## src/rtl/cpu_pkg.sv

```systemverilog
// Shared CPU definitions: datapath widths, ALU opcodes and the operand
// forward-select encoding used by the ID/EX stage.
package cpu_pkg;

  localparam int XLEN     = 32;
  localparam int RA_W     = 5;
  localparam int ALU_OP_W = 4;

  localparam logic [ALU_OP_W-1:0] ALU_ADD  = 4'd0;
  localparam logic [ALU_OP_W-1:0] ALU_SUB  = 4'd1;
  localparam logic [ALU_OP_W-1:0] ALU_AND  = 4'd2;
  localparam logic [ALU_OP_W-1:0] ALU_OR   = 4'd3;
  localparam logic [ALU_OP_W-1:0] ALU_XOR  = 4'd4;
  localparam logic [ALU_OP_W-1:0] ALU_SLL  = 4'd5;
  localparam logic [ALU_OP_W-1:0] ALU_SRL  = 4'd6;
  localparam logic [ALU_OP_W-1:0] ALU_SRA  = 4'd7;
  localparam logic [ALU_OP_W-1:0] ALU_SLT  = 4'd8;
  localparam logic [ALU_OP_W-1:0] ALU_SLTU = 4'd9;

  typedef enum logic [1:0] {
    FWD_REG = 2'b00,
    FWD_MEM = 2'b01,
    FWD_WB  = 2'b10
  } fwd_sel_e;

endpackage

```

## src/rtl/fwd_sel.sv

```systemverilog
// Combinational operand forwarding for one source register: the younger MEM
// producer beats WB, and register 0 is never forwarded.
module fwd_sel #(
  parameter int XLEN = cpu_pkg::XLEN,
  parameter int RA_W = cpu_pkg::RA_W
) (
  input  logic [RA_W-1:0] rs,
  input  logic [XLEN-1:0] reg_data,
  input  logic [RA_W-1:0] mem_rd,
  input  logic            mem_reg_we,
  input  logic [XLEN-1:0] mem_result,
  input  logic [RA_W-1:0] wb_rd,
  input  logic            wb_reg_we,
  input  logic [XLEN-1:0] wb_result,
  output logic [1:0]      sel_o,
  output logic [XLEN-1:0] data_o
);
  import cpu_pkg::*;

  logic     mem_hit;
  logic     wb_hit;
  fwd_sel_e sel;

  always_comb begin
    mem_hit = mem_reg_we && (mem_rd != '0) && (mem_rd == rs);
    wb_hit  = wb_reg_we  && (wb_rd  != '0) && (wb_rd  == rs);
    sel     = FWD_REG;
    data_o  = reg_data;
    if (mem_hit) begin
      sel    = FWD_MEM;
      data_o = mem_result;
    end else if (wb_hit) begin
      sel    = FWD_WB;
      data_o = wb_result;
    end
  end

  assign sel_o = sel;

endmodule

```

## src/rtl/id_ex_stage.sv

```systemverilog
// ID/EX pipeline register with MEM/WB operand forwarding, WB bypass on
// capture, and load-use hazard detection toward the front end.
module id_ex_stage #(
  parameter int XLEN = cpu_pkg::XLEN,
  parameter int RA_W = cpu_pkg::RA_W
) (
  input  logic                         clk,
  input  logic                         rst_n,
  input  logic                         stall,
  input  logic                         flush,
  input  logic                         id_valid,
  input  logic [XLEN-1:0]              id_pc,
  input  logic [XLEN-1:0]              id_rs1_data,
  input  logic [XLEN-1:0]              id_rs2_data,
  input  logic [XLEN-1:0]              id_imm,
  input  logic [RA_W-1:0]              id_rs1,
  input  logic [RA_W-1:0]              id_rs2,
  input  logic [RA_W-1:0]              id_rd,
  input  logic                         id_use_rs1,
  input  logic                         id_use_rs2,
  input  logic [cpu_pkg::ALU_OP_W-1:0] id_alu_op,
  input  logic                         id_alu_src,
  input  logic                         id_reg_we,
  input  logic                         id_mem_re,
  input  logic                         id_mem_we,
  input  logic [RA_W-1:0]              mem_rd,
  input  logic                         mem_reg_we,
  input  logic [XLEN-1:0]              mem_result,
  input  logic [RA_W-1:0]              wb_rd,
  input  logic                         wb_reg_we,
  input  logic [XLEN-1:0]              wb_result,
  output logic                         load_use_stall,
  output logic                         ex_valid,
  output logic [XLEN-1:0]              ex_pc,
  output logic [XLEN-1:0]              ex_alu_a,
  output logic [XLEN-1:0]              ex_alu_b,
  output logic [cpu_pkg::ALU_OP_W-1:0] ex_alu_op,
  output logic [XLEN-1:0]              ex_store_data,
  output logic [RA_W-1:0]              ex_rd,
  output logic                         ex_reg_we,
  output logic                         ex_mem_re,
  output logic                         ex_mem_we
);
  import cpu_pkg::*;

  // Handshake: id_valid marks an instruction offered by decode; it is taken on
  // an edge with no flush, stall or load_use_stall. While load_use_stall is
  // high the front end must hold the same decode slot and re-present it.

  logic                valid_q,    valid_d;
  logic [XLEN-1:0]     pc_q,       pc_d;
  logic [XLEN-1:0]     rs1_data_q, rs1_data_d;
  logic [XLEN-1:0]     rs2_data_q, rs2_data_d;
  logic [XLEN-1:0]     imm_q,      imm_d;
  logic [RA_W-1:0]     rs1_q,      rs1_d;
  logic [RA_W-1:0]     rs2_q,      rs2_d;
  logic [RA_W-1:0]     rd_q,       rd_d;
  logic [ALU_OP_W-1:0] alu_op_q,   alu_op_d;
  logic                alu_src_q,  alu_src_d;
  logic                reg_we_q,   reg_we_d;
  logic                mem_re_q,   mem_re_d;
  logic                mem_we_q,   mem_we_d;

  logic [1:0]      rs1_sel, rs2_sel;
  logic [XLEN-1:0] rs1_fwd, rs2_fwd;
  logic            wb_byp_rs1, wb_byp_rs2;
  logic            lu_hazard;

  fwd_sel #(.XLEN(XLEN), .RA_W(RA_W)) u_fwd_rs1 (
    .rs         (rs1_q),
    .reg_data   (rs1_data_q),
    .mem_rd     (mem_rd),
    .mem_reg_we (mem_reg_we),
    .mem_result (mem_result),
    .wb_rd      (wb_rd),
    .wb_reg_we  (wb_reg_we),
    .wb_result  (wb_result),
    .sel_o      (rs1_sel),
    .data_o     (rs1_fwd)
  );

  fwd_sel #(.XLEN(XLEN), .RA_W(RA_W)) u_fwd_rs2 (
    .rs         (rs2_q),
    .reg_data   (rs2_data_q),
    .mem_rd     (mem_rd),
    .mem_reg_we (mem_reg_we),
    .mem_result (mem_result),
    .wb_rd      (wb_rd),
    .wb_reg_we  (wb_reg_we),
    .wb_result  (wb_result),
    .sel_o      (rs2_sel),
    .data_o     (rs2_fwd)
  );

  always_comb begin
    lu_hazard = valid_q && mem_re_q && (rd_q != '0) && id_valid &&
                ((id_use_rs1 && (id_rs1 == rd_q)) ||
                 (id_use_rs2 && (id_rs2 == rd_q)));
    load_use_stall = lu_hazard && !flush;
    wb_byp_rs1 = wb_reg_we && (wb_rd != '0) && (wb_rd == id_rs1);
    wb_byp_rs2 = wb_reg_we && (wb_rd != '0) && (wb_rd == id_rs2);
  end

  always_comb begin
    valid_d    = valid_q;
    pc_d       = pc_q;
    rs1_data_d = rs1_data_q;
    rs2_data_d = rs2_data_q;
    imm_d      = imm_q;
    rs1_d      = rs1_q;
    rs2_d      = rs2_q;
    rd_d       = rd_q;
    alu_op_d   = alu_op_q;
    alu_src_d  = alu_src_q;
    reg_we_d   = reg_we_q;
    mem_re_d   = mem_re_q;
    mem_we_d   = mem_we_q;
    if (flush || (!stall && load_use_stall)) begin
      valid_d   = 1'b0;
      alu_op_d  = '0;
      alu_src_d = 1'b0;
      reg_we_d  = 1'b0;
      mem_re_d  = 1'b0;
      mem_we_d  = 1'b0;
    end else if (stall) begin
      // Refresh held operands so a producer retiring mid-stall is not lost.
      if (rs1_sel != FWD_REG) rs1_data_d = rs1_fwd;
      if (rs2_sel != FWD_REG) rs2_data_d = rs2_fwd;
    end else begin
      valid_d    = id_valid;
      pc_d       = id_pc;
      rs1_data_d = wb_byp_rs1 ? wb_result : id_rs1_data;
      rs2_data_d = wb_byp_rs2 ? wb_result : id_rs2_data;
      imm_d      = id_imm;
      rs1_d      = id_rs1;
      rs2_d      = id_rs2;
      rd_d       = id_rd;
      alu_op_d   = id_alu_op;
      alu_src_d  = id_alu_src;
      reg_we_d   = id_reg_we;
      mem_re_d   = id_mem_re;
      mem_we_d   = id_mem_we;
    end
  end

  always_ff @(posedge clk or negedge rst_n) begin
    if (!rst_n) begin
      valid_q    <= 1'b0;
      pc_q       <= '0;
      rs1_data_q <= '0;
      rs2_data_q <= '0;
      imm_q      <= '0;
      rs1_q      <= '0;
      rs2_q      <= '0;
      rd_q       <= '0;
      alu_op_q   <= '0;
      alu_src_q  <= 1'b0;
      reg_we_q   <= 1'b0;
      mem_re_q   <= 1'b0;
      mem_we_q   <= 1'b0;
    end else begin
      valid_q    <= valid_d;
      pc_q       <= pc_d;
      rs1_data_q <= rs1_data_d;
      rs2_data_q <= rs2_data_d;
      imm_q      <= imm_d;
      rs1_q      <= rs1_d;
      rs2_q      <= rs2_d;
      rd_q       <= rd_d;
      alu_op_q   <= alu_op_d;
      alu_src_q  <= alu_src_d;
      reg_we_q   <= reg_we_d;
      mem_re_q   <= mem_re_d;
      mem_we_q   <= mem_we_d;
    end
  end

  assign ex_valid      = valid_q;
  assign ex_pc         = pc_q;
  assign ex_alu_a      = rs1_fwd;
  assign ex_alu_b      = alu_src_q ? imm_q : rs2_fwd;
  assign ex_alu_op     = alu_op_q;
  assign ex_store_data = rs2_fwd;
  assign ex_rd         = rd_q;
  assign ex_reg_we     = reg_we_q && valid_q;
  assign ex_mem_re     = mem_re_q && valid_q;
  assign ex_mem_we     = mem_we_q && valid_q;

endmodule

```

## config.mk

```make
export PLATFORM = sky130hd
export DESIGN_NAME = id_ex_stage
export DESIGN_NICKNAME = d
export VERILOG_FILES = /design/src/rtl/cpu_pkg.sv /design/src/rtl/fwd_sel.sv /design/src/rtl/id_ex_stage.sv
export SDC_FILE = /design/constraint.sdc
export NUM_CORES = 1
export LEC_CHECK = 0
export BUFFER_PORTS_ARGS = -buffer_cell sky130_fd_sc_hd__buf_4
export CORE_ASPECT_RATIO = 0.6
export CORE_MARGIN = 10
export CORE_UTILIZATION = 45
export CTS_CLUSTER_SIZE = 30
export DETAILED_ROUTE_END_ITERATION = 8
export PLACE_DENSITY = 0.78
export SYNTH_ARGS = -nofsm -noshare
export SYNTH_HDL_FRONTEND = slang
export SYNTH_HIERARCHICAL = 1
export SYNTH_SLANG_ARGS = --single-unit
```

## constraint.sdc

```tcl
create_clock -name clk -period 4.52 [get_ports clk]
set_clock_uncertainty 0.15 [all_clocks]
set_input_delay 0.226 -clock clk [delete_from_list [all_inputs] [get_ports clk]]
set_output_delay 0.226 -clock clk [all_outputs]
set_load 0.01 [all_outputs]
```

==> summary.md, run 1 <==
| Metric | Value |
|---|---|
| FILL cells | `1,937` |
| Fmax | `250 MHz` |
| Yosys reg bits | `approximately 150` |
| RD Place Congestion | `0.908` |
| Die width | `225 um` |
| Io pins | `376` |
| Drt first pass iters | `5` |
| Share of layout cells above drive strength 1 | `0.437` |
| P_leak | `0.00652 uW` |
| Cell area after placement | `roughly 14,000 um^2` |
| CTS tree | `built` |
| Worst Path Class, Setup | `register to output pin` |
| Root Driver | `clkbuf_16` |
| Via density per instance | `6.35` |
| DRC Markers | `0` |
| Avg Cell Area, Syn | `11.0 um^2` |
| Die H | `143 um` |
| Antenna viol nets, final | `0` |
| Mapped Cells | `about 1,000` |
| Num rows | `44` |
| Worst EP arrival | `3.62 ns` |
| HP Class | `primary input to register` |
| Final Hold Viols | `0` |
| Netlist cell types | `53` |
| Post-Route WL | `51,600 um` |
| Core area | `24,600 um^2` |
| CP Max Fanout | `between 60 and 70` |
| GRT overflow | `0` |
| Required time worst endpoint | `4.14 ns` |
| Clk_lat worst skew | `0.45 ns` |
| Initial antenna violation count | `6` |
| Setup-failing EPs final | `0` |
| Tmin final | `4.00 ns` |
| Critical Path End Type | `output pin` |
| Yosys warns | `6` |
| Slew Viols, Final | `0` |
| Final non-filler cell area | `approximately 16,000 um^2` |
| Clock sinks | `~150` |
| Synth Cell Area | `between 10,000 and 15,000 um^2` |
| Total Neg Setup Slack | `0 ns` |
| Nets | `1,687` |
| Worst Tran Pin Value | `around 1.1 ns` |
| Post-CTS sizing | `0` |
| Htree depth | `4` |
| Die area | `32,300 um^2` |
| P&R area growth vs syn | `38.8%` |
| Largest net degree at the start of global routing | `103` |
| Worst Reg-to-Reg Cells | `6` |
| Pwr/cell area | `between 300 and 400 nW/um^2` |
| Peak supply drop | `0.000216 V` |
| Hold Path Stages | `3` |
| Maximum Capacitance Violations | `0` |
| DPL Wire Length | `35,500 um` |
| First-pass GRT wire length | `75,200 um` |
| Wirelength per Cell | `28.8 um` |
| Maximum root-to-sink buffer count | `2` |
| Final hold slack | `approximately 0.03 ns` |
| Starting Density | `0.464` |
| Crit share post-route | `0.885` |
| TritonCTS buffer count | `17` |
| Via count | `11,394` |
| Proportion of synthesized chip area in sequential cells | `0.334` |
| Clk slew on worst S/H paths | `0.07 ns` |
| DR iter-0 viols | `1,290` |
| GRT Util Overall | `0.310` |
| RSZ-0062 raised after global routing | `no` |
| Postcts setup bufs | `0` |
| Syn nets | `approximately 1,300` |
| Slew headroom | `0.236` |
| Port buffer count | `about 380` |
| Post-layout util | `0.644` |
| Status | `finished clean` |
| Vias in the first global route | `~11,000` |
| Startpoint Class | `register` |
state kept, by name, summed over array words and instances (netlist names), 4 cells and up:
| register | cells |
|---|---|
| ex_rd | 5 |
| rs1_data_q | 32 |
| ex_alu_op | 4 |
| ex_pc | 32 |
| imm_q | 32 |
| rs2_data_q | 32 |
| rs2_q | 5 |
| rs1_q | 5 |
cells in the final DEF, fill, tap and decap left out, drive strengths merged, types with 6 or more instances in the layout:
cell | netlist | layout
buf | 62 | 402
mux2 | 142 | 142
a221oi | 32 | 32
a22o | 9 | 9
xor2 | 10 | 10
o31ai | 67 | 67
diode | 0 | 6
dfrtp | 152 | 152
nor2 | 8 | 8
clkbuf | 65 | 21
nor2b | 65 | 65
or4 | 6 | 6
nor4 | 100 | 100
and2 | 8 | 8
o2bb2ai | 32 | 32
a31oi | 64 | 64
a22oi | 31 | 31
xnor2 | 26 | 26
dlygate4sd3 | 0 | 121
a221o | 31 | 31
or4b | 64 | 64
inv | 35 | 39
cell families (layout without fill, tap and decap cells):
group | count (synthesis) | in the layout | share of synthesized area
xor gates and xnor gates | 36 | 36 | 0.0277
buffers and inverters | 164 | 590 | 0.0912
and+or+nand+nor | 267 | 267 | 0.169
DFF | 152 | 152 | 0.334
muxes | 143 | 143 | 0.161
AOI/OAI and AO/OA | 278 | 278 | 0.217
other | 0 | 6 | 0
per-layer routing:
layer | vias up | share of wire | GRT usage
met5 | - | 0 | 0
met4 | 0 | 0.024 | 0.0934
met3 | 76 | 0.10 | 0.0802
met2 | 670 | 0.43 | 0.454
met1 | 5683 | 0.44 | 0.437
li1 | 4965 | - | -
where the power goes:
group	switching, uW	internal (uW)
Clock	661	838
Sequential	177	1570
Combinational	1070	997
cell type report:
| cell class | instances | area (um^2) | share of cell area |
|---|---|---|---|
| diodes | 6 | 15.0 | 0.000950 |
| repair buffers | 523 | 4270 | 0.270 |
| well taps | 322 | 403 | 0.0255 |
| clock buffers | 21 | 450 | 0.0285 |
| clock inverters | 11 | 136 | 0.00863 |
| multi-input cells | 724 | 6600 | 0.417 |
| inverters | 35 | 131 | 0.00831 |
| flip-flops and latches | 152 | 3800 | 0.241 |
timing repair:
item,4_1_cts,5_1_grt
endpoints found under the hold margin,198,0
setup endpoints to repair,0,0
hold buffers,121,0
synth_stat cells, drive strengths merged:
| master | instances | area [um^2] |
|---|---|---|
| a21oi | 5 | 55.1 |
| a221o | 31 | 310 |
| a221oi | 32 | 280 |
| a222oi | 1 | 10.0 |
| a22o | 9 | 78.8 |
| a22oi | 31 | 233 |
| a31oi | 64 | 638 |
| a32oi | 1 | 16.3 |
| and2 | 8 | 50.1 |
| buf | 62 | 623 |
| clkbuf | 65 | 259 |
| dfrtp | 152 | 3800 |
| dlymetal6s2s | 2 | 25.0 |
| inv | 35 | 131 |
| mux2 | 142 | 1820 |
| mux2i | 1 | 10.0 |
| nand2 | 5 | 18.8 |
| nand3 | 5 | 25.0 |
| nand4 | 1 | 6.26 |
| nor2 | 8 | 30.0 |
| nor2b | 65 | 407 |
| nor3 | 1 | 5.00 |
| nor4 | 100 | 659 |
| nor4b | 1 | 8.76 |
| o211ai | 2 | 25.0 |
| o21a | 1 | 8.76 |
| o21ai | 2 | 17.5 |
| o2bb2ai | 32 | 280 |
| o31ai | 67 | 522 |
| or2 | 1 | 6.26 |
| or3 | 2 | 12.5 |
| or4 | 6 | 56.3 |
| or4b | 64 | 641 |
| xnor2 | 26 | 228 |
| xor2 | 10 | 87.6 |
worst paths after layout:
kind,startpoint,endpoint,slack (ns)
max,rs2_q[1]$_DFFE_PN0P_,ex_alu_b[13],0.52
min,wb_result[6],rs1_data_q[6]$_DFFE_PN0P_,0.03
max reg2reg,rs2_q[1]$_DFFE_PN0P_,rs2_data_q[13]$_DFFE_PN0P_,1.19
min reg2reg,rs2_data_q[22]$_DFFE_PN0P_,rs2_data_q[22]$_DFFE_PN0P_,0.34
max in group asynchronous,rst_n,rs1_q[4]$_DFFE_PN0P_,2.87
min in group asynchronous,rst_n,ex_pc[17]$_DFFE_PN0P_,0.25
worst max-delay path, stage by stage (launching register included):
cell	delay [ns]
dfrtp_1	0.42
xnor2_1	0.27
nand2_2	0.64
or4b_2	0.86
a31oi_1	0.52
mux2_2	0.29
buf_4	0.13
through the flow:
stage	total power, uW	instances	worst slack (ns)
after CTS	5260	1788	0.687
final	5310	1794	0.522
after global placement	3640	1635	1.24
after floorplan	2850	1040	1.72
after detailed placement	3680	1635	1.19
after global routing	5510	1794	0.409
Power figures use the tool's default switching activity.
==> run 2, diff against run 1 <==
--- a/config.mk
+++ b/config.mk
@@ -11,8 +11,7 @@
 export CORE_UTILIZATION = 45
 export CTS_CLUSTER_SIZE = 30
 export DETAILED_ROUTE_END_ITERATION = 8
-export PLACE_DENSITY = 0.78
+export PLACE_DENSITY = 0.8
 export SYNTH_ARGS = -nofsm -noshare
 export SYNTH_HDL_FRONTEND = slang
-export SYNTH_HIERARCHICAL = 1
 export SYNTH_SLANG_ARGS = --single-unit
==> run 2 against run 1 <==
  * Clock power about the same
  * Sequential share of layout area rose by 1.8 points
  * Non-clock buffer count is 30 lower
  * Setup slack better by 0.054 ns
  * Synthesized cell count barely moved
  * Maximum frequency is 1.4% higher
  * Area after synthesis decreased by 11%
  * Sequential power about the same
  * Cell area is 7.0% lower
  * Cell count shrank 1.7%
  * Critical path depth increased by 2
  * Highest routed layer is now met5
==> summary.md, run 2 <==
| Metric | Value |
|---|---|
| Status | `finished clean` |
| Initial antenna violation count | `2` |
| Post-CTS sizing | `0` |
| Clock power share | `0.304` |
| HP Class | `primary input to register` |
| Drt first pass iters | `7` |
| Most common flop cell mapped by yosys | `dfrtp_1` |
| Most frequent cell after synthesis | `dfrtp_1` |
| Sw frac | `0.331` |
| Share of layout cells above drive strength 1 | `0.386` |
| Register area | `~3800 um^2` |
| DPL Wire Length | `29,200 um` |
| Yosys top cell area share | `0.375` |
| Num rows | `42` |
| Maximum root-to-sink buffer count | `2` |
| Final Hold Viols | `0` |
| Asr flop ratio synth | `1.00` |
| Setup WS post-layout | `0.576 ns` |
| Htree depth | `4` |
| Area contributors post-synth | `dfrtp_1 37%, mux2_2 13%, mux2i_1 12%` |
| Int Power | `3250 uW` |
| Tmin final | `3.94 ns` |
| Core area | `22,100 um^2` |
| Post-Route WL | `~44,000 um` |
| Post-synth EDFFs | `0` |
| Worst Tran Pin Value | `~1.1 ns` |
| Proportion of synthesized chip area in sequential cells | `0.375` |
| Clock sinks | `152` |
| GRT overflow | `0` |
| P_leak | `0.00670 uW` |
| Worst EP arrival | `between 4 and 5 ns` |
| Hold buffers post-CTS | `99` |
| Slew Viols, Final | `0` |
| Syn nets | `1,273` |
| Critical Path End Type | `register` |
| Comb power frac | `0.343` |
| Avg Cell Area, Syn | `9.77 um^2` |
| Nets | `~1,700` |
| DRC Markers | `0` |
| Peak supply drop | `0.000264 V` |
| RD Place Congestion | `0.915` |
| Most frequent cells in the layout | `393 x buf_4, 151 x dfrtp_1, 123 x mux2i_1, 116 x mux2_2` |
| Antenna viol nets, final | `0` |
| Area occupied by multi-input gates | `5750 um^2` |
| Clk slew on worst S/H paths | `0.07 ns` |
| Cell area after placement | `13,100 um^2` |
| Reg power frac | `0.352` |
| Most common cell after layout, fill and taps aside | `buf_4` |
| Fmax | `254 MHz` |
| Largest net degree at the start of global routing | `80` |
| RSZ-0062 raised after global routing | `no` |
| Synth Cell Area | `10,200 um^2` |
| Yosys reg bits | `152` |
| GRT Util Overall | `0.294` |
| Io pins | `376` |
| Via count | `10,793` |
| Total Neg Setup Slack | `0 ns` |
| CP Max Fanout | `66` |
| CTS tree | `built` |
| Via density per instance | `6.12` |
| Port buffer count | `between 300 and 400` |
| Clk_lat worst skew | `between 0.4 and 0.5 ns` |
| Die H | `136 um` |
| Crit share post-route | `0.873` |
| Starting Density | `0.459` |
| Setup-failing EPs final | `0` |
| TritonCTS buffer count | `17` |
| Final total power | `4860 uW` |
| P&R area growth vs syn | `44.8%` |
| Pwr/cell area | `330 nW/um^2` |
| Wirelength per Cell | `about 25 um` |
| Postcts setup bufs | `0` |
| Net switching power | `1610 uW` |
| Worst Path Class, Setup | `register to register` |
| Final non-filler cell area | `14,700 um^2` |
| Dpl ws | `~1.0 ns` |
| Vias in the first global route | `about 11,000` |
| DR iter-0 viols | `about 1,100` |
| Yosys warns | `0` |
| Root Driver | `clkbuf_16` |
| Maximum Capacitance Violations | `0` |
| Slew headroom | `0.280` |
| Startpoint Class | `register` |
| Top post-synthesis cells by count | `152 x dfrtp_1, 123 x mux2i_1, 116 x mux2_2` |
| Required time worst endpoint | `4.73 ns` |
| First-pass GRT wire length | `65,800 um` |
| Die width | `214 um` |
| Yosys top cell by area | `dfrtp_1` |
| Die area | `29,200 um^2` |
| FILL cells | `1,672` |
| Mapped Cells | `1,039` |
| Netlist cell types | `39` |
-- run 2: cell types whose count changed in the layout (fill, tap and decap cells not counted), moves of 34 or more --
cell and change:
a41oi_1 +64, mux2_2 +62, mux2_4 -59, nor4_1 -95, or4b_1 -34, nand2_1 +96, a31oi_2 -38, mux2i_1 +122
o221ai_1 +59, nor2b_1 -63
-- run 2: layout make-up --
cell class | instances | area share
repair buffers | 493 | 0.269
clock buffers | 21 | 0.0320
multi-input cells | 720 | 0.391
flip-flops and latches | 152 | 0.259
well taps | 308 | 0.0262
inverters | 59 | 0.0151
diodes | 1 | 0.000170
clock inverters | 10 | 0.00809
-- run 2: worst max-delay path, cell delays in order (launching register included) --
cell,delay (ns)
dfrtp_1,0.42
xor2_1,0.16
nor2_1,0.20
and4_4,0.74
or4_1,0.95
buf_4,0.35
o221ai_1,0.12
dlygate4sd3_1,0.60
mux2i_1,0.15
-- run 2: path summary, 6_finish.rpt --
| check | start | endpoint | slack (ns) | cells after the start |
|---|---|---|---|---|
| worst max register to register | rs1_q[2]$_DFFE_PN0P_ | rs1_data_q[2]$_DFFE_PN0P_ | 0.58 | 8 |
| min in group asynchronous | rst_n | ex_pc[28]$_DFFE_PN0P_ | 0.23 | 2 |
| worst min-delay path | id_rs1_data[1] | rs1_data_q[1]$_DFFE_PN0P_ | 0.02 | 5 |
| worst max-delay path | rs1_q[2]$_DFFE_PN0P_ | rs1_data_q[2]$_DFFE_PN0P_ | 0.58 | 8 |
| max in group asynchronous | rst_n | rs2_data_q[14]$_DFFE_PN0P_ | 2.89 | 3 |
| worst min register to register | mem_re_q$_DFFE_PN0P_ | mem_re_q$_DFFE_PN0P_ | 0.35 | 1 |
-- run 2: stage by stage --
stage	cells	hold WS (ns)	util
after floorplan	1039	-0.220	-
after global placement	1633	0.167	0.593
after detailed placement	1633	0.162	0.593
after CTS	1763	0.000628	0.664
after global routing	1764	0.00285	0.665
final	1764	0.0187	0.665
-- run 2: logic make-up after synthesis --
logic type,after synthesis,share of synthesized area
compound gates,271,0.203
xor+xnor,40,0.0345
buf+inv,167,0.0656
flops,152,0.375
mux,239,0.250
simple gates,170,0.0726
-- run 2: power groups by stage --
stage | Clock (uW) | Combinational, uW | Sequential (uW)
global route | 1550 | 1780 | 1730
floorplan | 0 | 764 | 1700
global placement | 0 | 1530 | 1710
CTS | 1490 | 1640 | 1700
finish | 1480 | 1670 | 1710
detailed placement | 0 | 1560 | 1720
-- run 2: routing by layer --
metal / global-route usage / vias to the layer above / part of all wire
met5: 0 / - / 0.00045
met4: 0.111 / 2 / 0.027
met3: 0.107 / 101 / 0.12
met2: 0.464 / 794 / 0.45
met1: 0.360 / 5200 / 0.39
li1: - / 4696 / -
==> run 3, diff against run 2 <==
==> constraint.sdc (replaced) <==
create_clock -name clk -period 4.52 [get_ports clk]
set_clock_uncertainty 0.15 [all_clocks]
set_input_delay 0.904 -clock clk [delete_from_list [all_inputs] [get_ports clk]]
set_output_delay 0.904 -clock clk [all_outputs]
set_load 0.01 [all_outputs]
==> run 3 against run 2 <==
  * Wire length shrank 5.0%
  * Critical endpoint is now ex_alu_b[23]
  * Highest routed layer is now met4
  * Largest power group unchanged
  * Cell count down 5.2%
  * Critical path depth up 1
  * Die area stayed put
==> summary.md, run 3 (synthesized netlist as in run 2, its figures left out) <==
| Metric | Value |
|---|---|
| Initial antenna violation count | `2` |
| Tmin final | `about 4.2 ns` |
| RSZ-0062 raised after global routing | `no` |
| Status | `finished clean` |
| Most frequent cells in the layout | `392 x buf_4, 151 x dfrtp_1, 123 x mux2i_1, 116 x mux2_2, 99 x nand2_1` |
| Die area | `29,200 um^2` |
| Slew Viols, Final | `0` |
| Crit path from | `wb_rd[0]` |
| P&R area growth vs syn | `36.4%` |
| Starting Density | `0.459` |
| DR iter-0 viols | `1,085` |
| Post-layout util | `0.626` |
| Maximum Capacitance Violations | `0` |
| Clk_lat worst skew | `0.44 ns` |
| Required time worst endpoint | `3.47 ns` |
| TritonCTS buffer count | `17` |
| Crit Reg-Reg Startpoint | `ex_rd[4]$_DFFE_PN0P_` |
| Root Driver | `clkbuf_16` |
| Comb power frac | `0.329` |
| Htree depth | `4` |
| GRT overflow | `0` |
| Via density per instance | `between 6 and 7` |
| Postcts setup bufs | `0` |
| Port buffer count | `approximately 380` |
| P_leak | `0.00634 uW` |
| Drt first pass iters | `6` |
| Via count | `10,309` |
| CTS tree | `built` |
| Peak supply drop | `0.000258 V` |
| Wirelength per Cell | `25.3 um` |
| Final Hold Viols | `0` |
| First-pass GRT wire length | `around 63,000 um` |
| Fmax | `240 MHz` |
| HP Class | `register to register` |
| Worst Tran Pin Value | `around 1.3 ns` |
| Startpoint Class | `primary input` |
| Clock sinks | `152` |
| Io pins | `376` |
| Share of layout cells above drive strength 1 | `0.416` |
| Die H | `136 um` |
| Pwr/cell area | `346 nW/um^2` |
| Largest net degree at the start of global routing | `87` |
| Maximum root-to-sink buffer count | `2` |
| DPL Wire Length | `between 20,000 and 30,000 um` |
| Total Neg Setup Slack | `0 ns` |
| Worst Path Class, Setup | `primary input to output pin` |
| Die width | `214 um` |
| Core area | `22,100 um^2` |
| Post-Route WL | `~42,000 um` |
| Most common cell after layout, fill and taps aside | `buf_4` |
| Post-CTS sizing | `0` |
| Reg power frac | `0.356` |
| Critical Path End Type | `output pin` |
| Hold_sp | `imm_q[14]$_DFFE_PN0P_` |
| Net switching power | `1580 uW` |
| DRC Markers | `0` |
| Setup-failing EPs final | `0` |
| Worst EP arrival | `3.11 ns` |
| Clk slew on worst S/H paths | `0.06 ns` |
| Hold buffers post-CTS | `0` |
| GRT Util Overall | `0.282` |
| Int Power | `roughly 3200 uW` |
| Clock power share | `0.315` |
| Vias in the first global route | `10,502` |
| RD Place Congestion | `0.862` |
| CP Max Fanout | `10` |
| Slew headroom | `0.157` |
| Crit share post-route | `0.921` |
| Nets | `1,583` |
| Sw frac | `0.329` |
| Antenna viol nets, final | `0` |
| Num rows | `between 40 and 50` |
-- run 3: cell count changes in the layout (fill, tap and decap cells not counted) --
cell           before  now
dlygate4sd3_1      99    0
buf_12              0    6
clkinv_4            1    4
clkinv_2            2    0
buf_4             393  392
clkinvlp_4          3    2
diode_2             1    2
inv_6               2    3
-- run 3: power groups by stage --
| stage | sequential [uW] | combinational, uW | clock [uW] |
|---|---|---|---|
| final | 1700 | 1580 | 1510 |
| after global routing | 1720 | 1700 | 1580 |
| after CTS | 1700 | 1580 | 1510 |
| after detailed placement | 1720 | 1570 | 0 |
| after global placement | 1710 | 1540 | 0 |
| after floorplan | 1700 | 764 | 0 |
-- run 3: stage by stage --
step                area, um^2  hold WS (ns)  power [uW]  setup slack [ns]  instances
floorplan                10200         0.308        2460             0.618       1039
global placement         13200         0.327        3250             0.480       1638
detailed placement       13200         0.330        3290             0.424       1638
CTS                      13800         0.352        4790             0.416       1670
global route             13800         0.369        5000             0.304       1672
finish                   13800         0.353        4790             0.358       1672
-- run 3: worst paths after layout --
kind | to | slack (ns) | cells past startpoint
max in group asynchronous | alu_src_q$_DFFE_PN0P_ | 2.95 | 2
setup / recovery | ex_alu_b[23] | 0.36 | 9
min in group asynchronous | ex_pc[3]$_DFFE_PN0P_ | 0.36 | 1
hold / removal | imm_q[14]$_DFFE_PN0P_ | 0.35 | 1
hold reg to reg | imm_q[14]$_DFFE_PN0P_ | 0.35 | 1
setup reg to reg | rs2_data_q[21]$_DFFE_PN0P_ | 1.08 | 6
-- run 3: routing by layer --
| metal | track usage | wire length, um | vias up |
|---|---|---|---|
| li1 | - | - | 4520 |
| met1 | 0.363 | 17500 | 5021 |
| met2 | 0.439 | 18900 | 695 |
| met3 | 0.0947 | 4940 | 73 |
| met4 | 0.0855 | 879 | 0 |
| met5 | 0 | 0 | - |
-- run 3: layout make-up --
cell class | instances | area (um^2)
fillers | 1813 | 8280
multi-input cells | 720 | 5750
flip-flops and latches | 152 | 3800
repair buffers | 399 | 3070
clock buffers | 21 | 470
well taps | 308 | 385
inverters | 59 | 221
clock inverters | 11 | 136
diodes | 2 | 5.00
-- run 3: worst max-delay path: stages --
cell	delay, ns
buf_4	0.14
or4_1	0.66
o21a_2	0.27
nand3_2	0.09
buf_4	0.25
mux2i_1	0.23
a21oi_1	0.12
mux2_2	0.29
buf_4	0.15
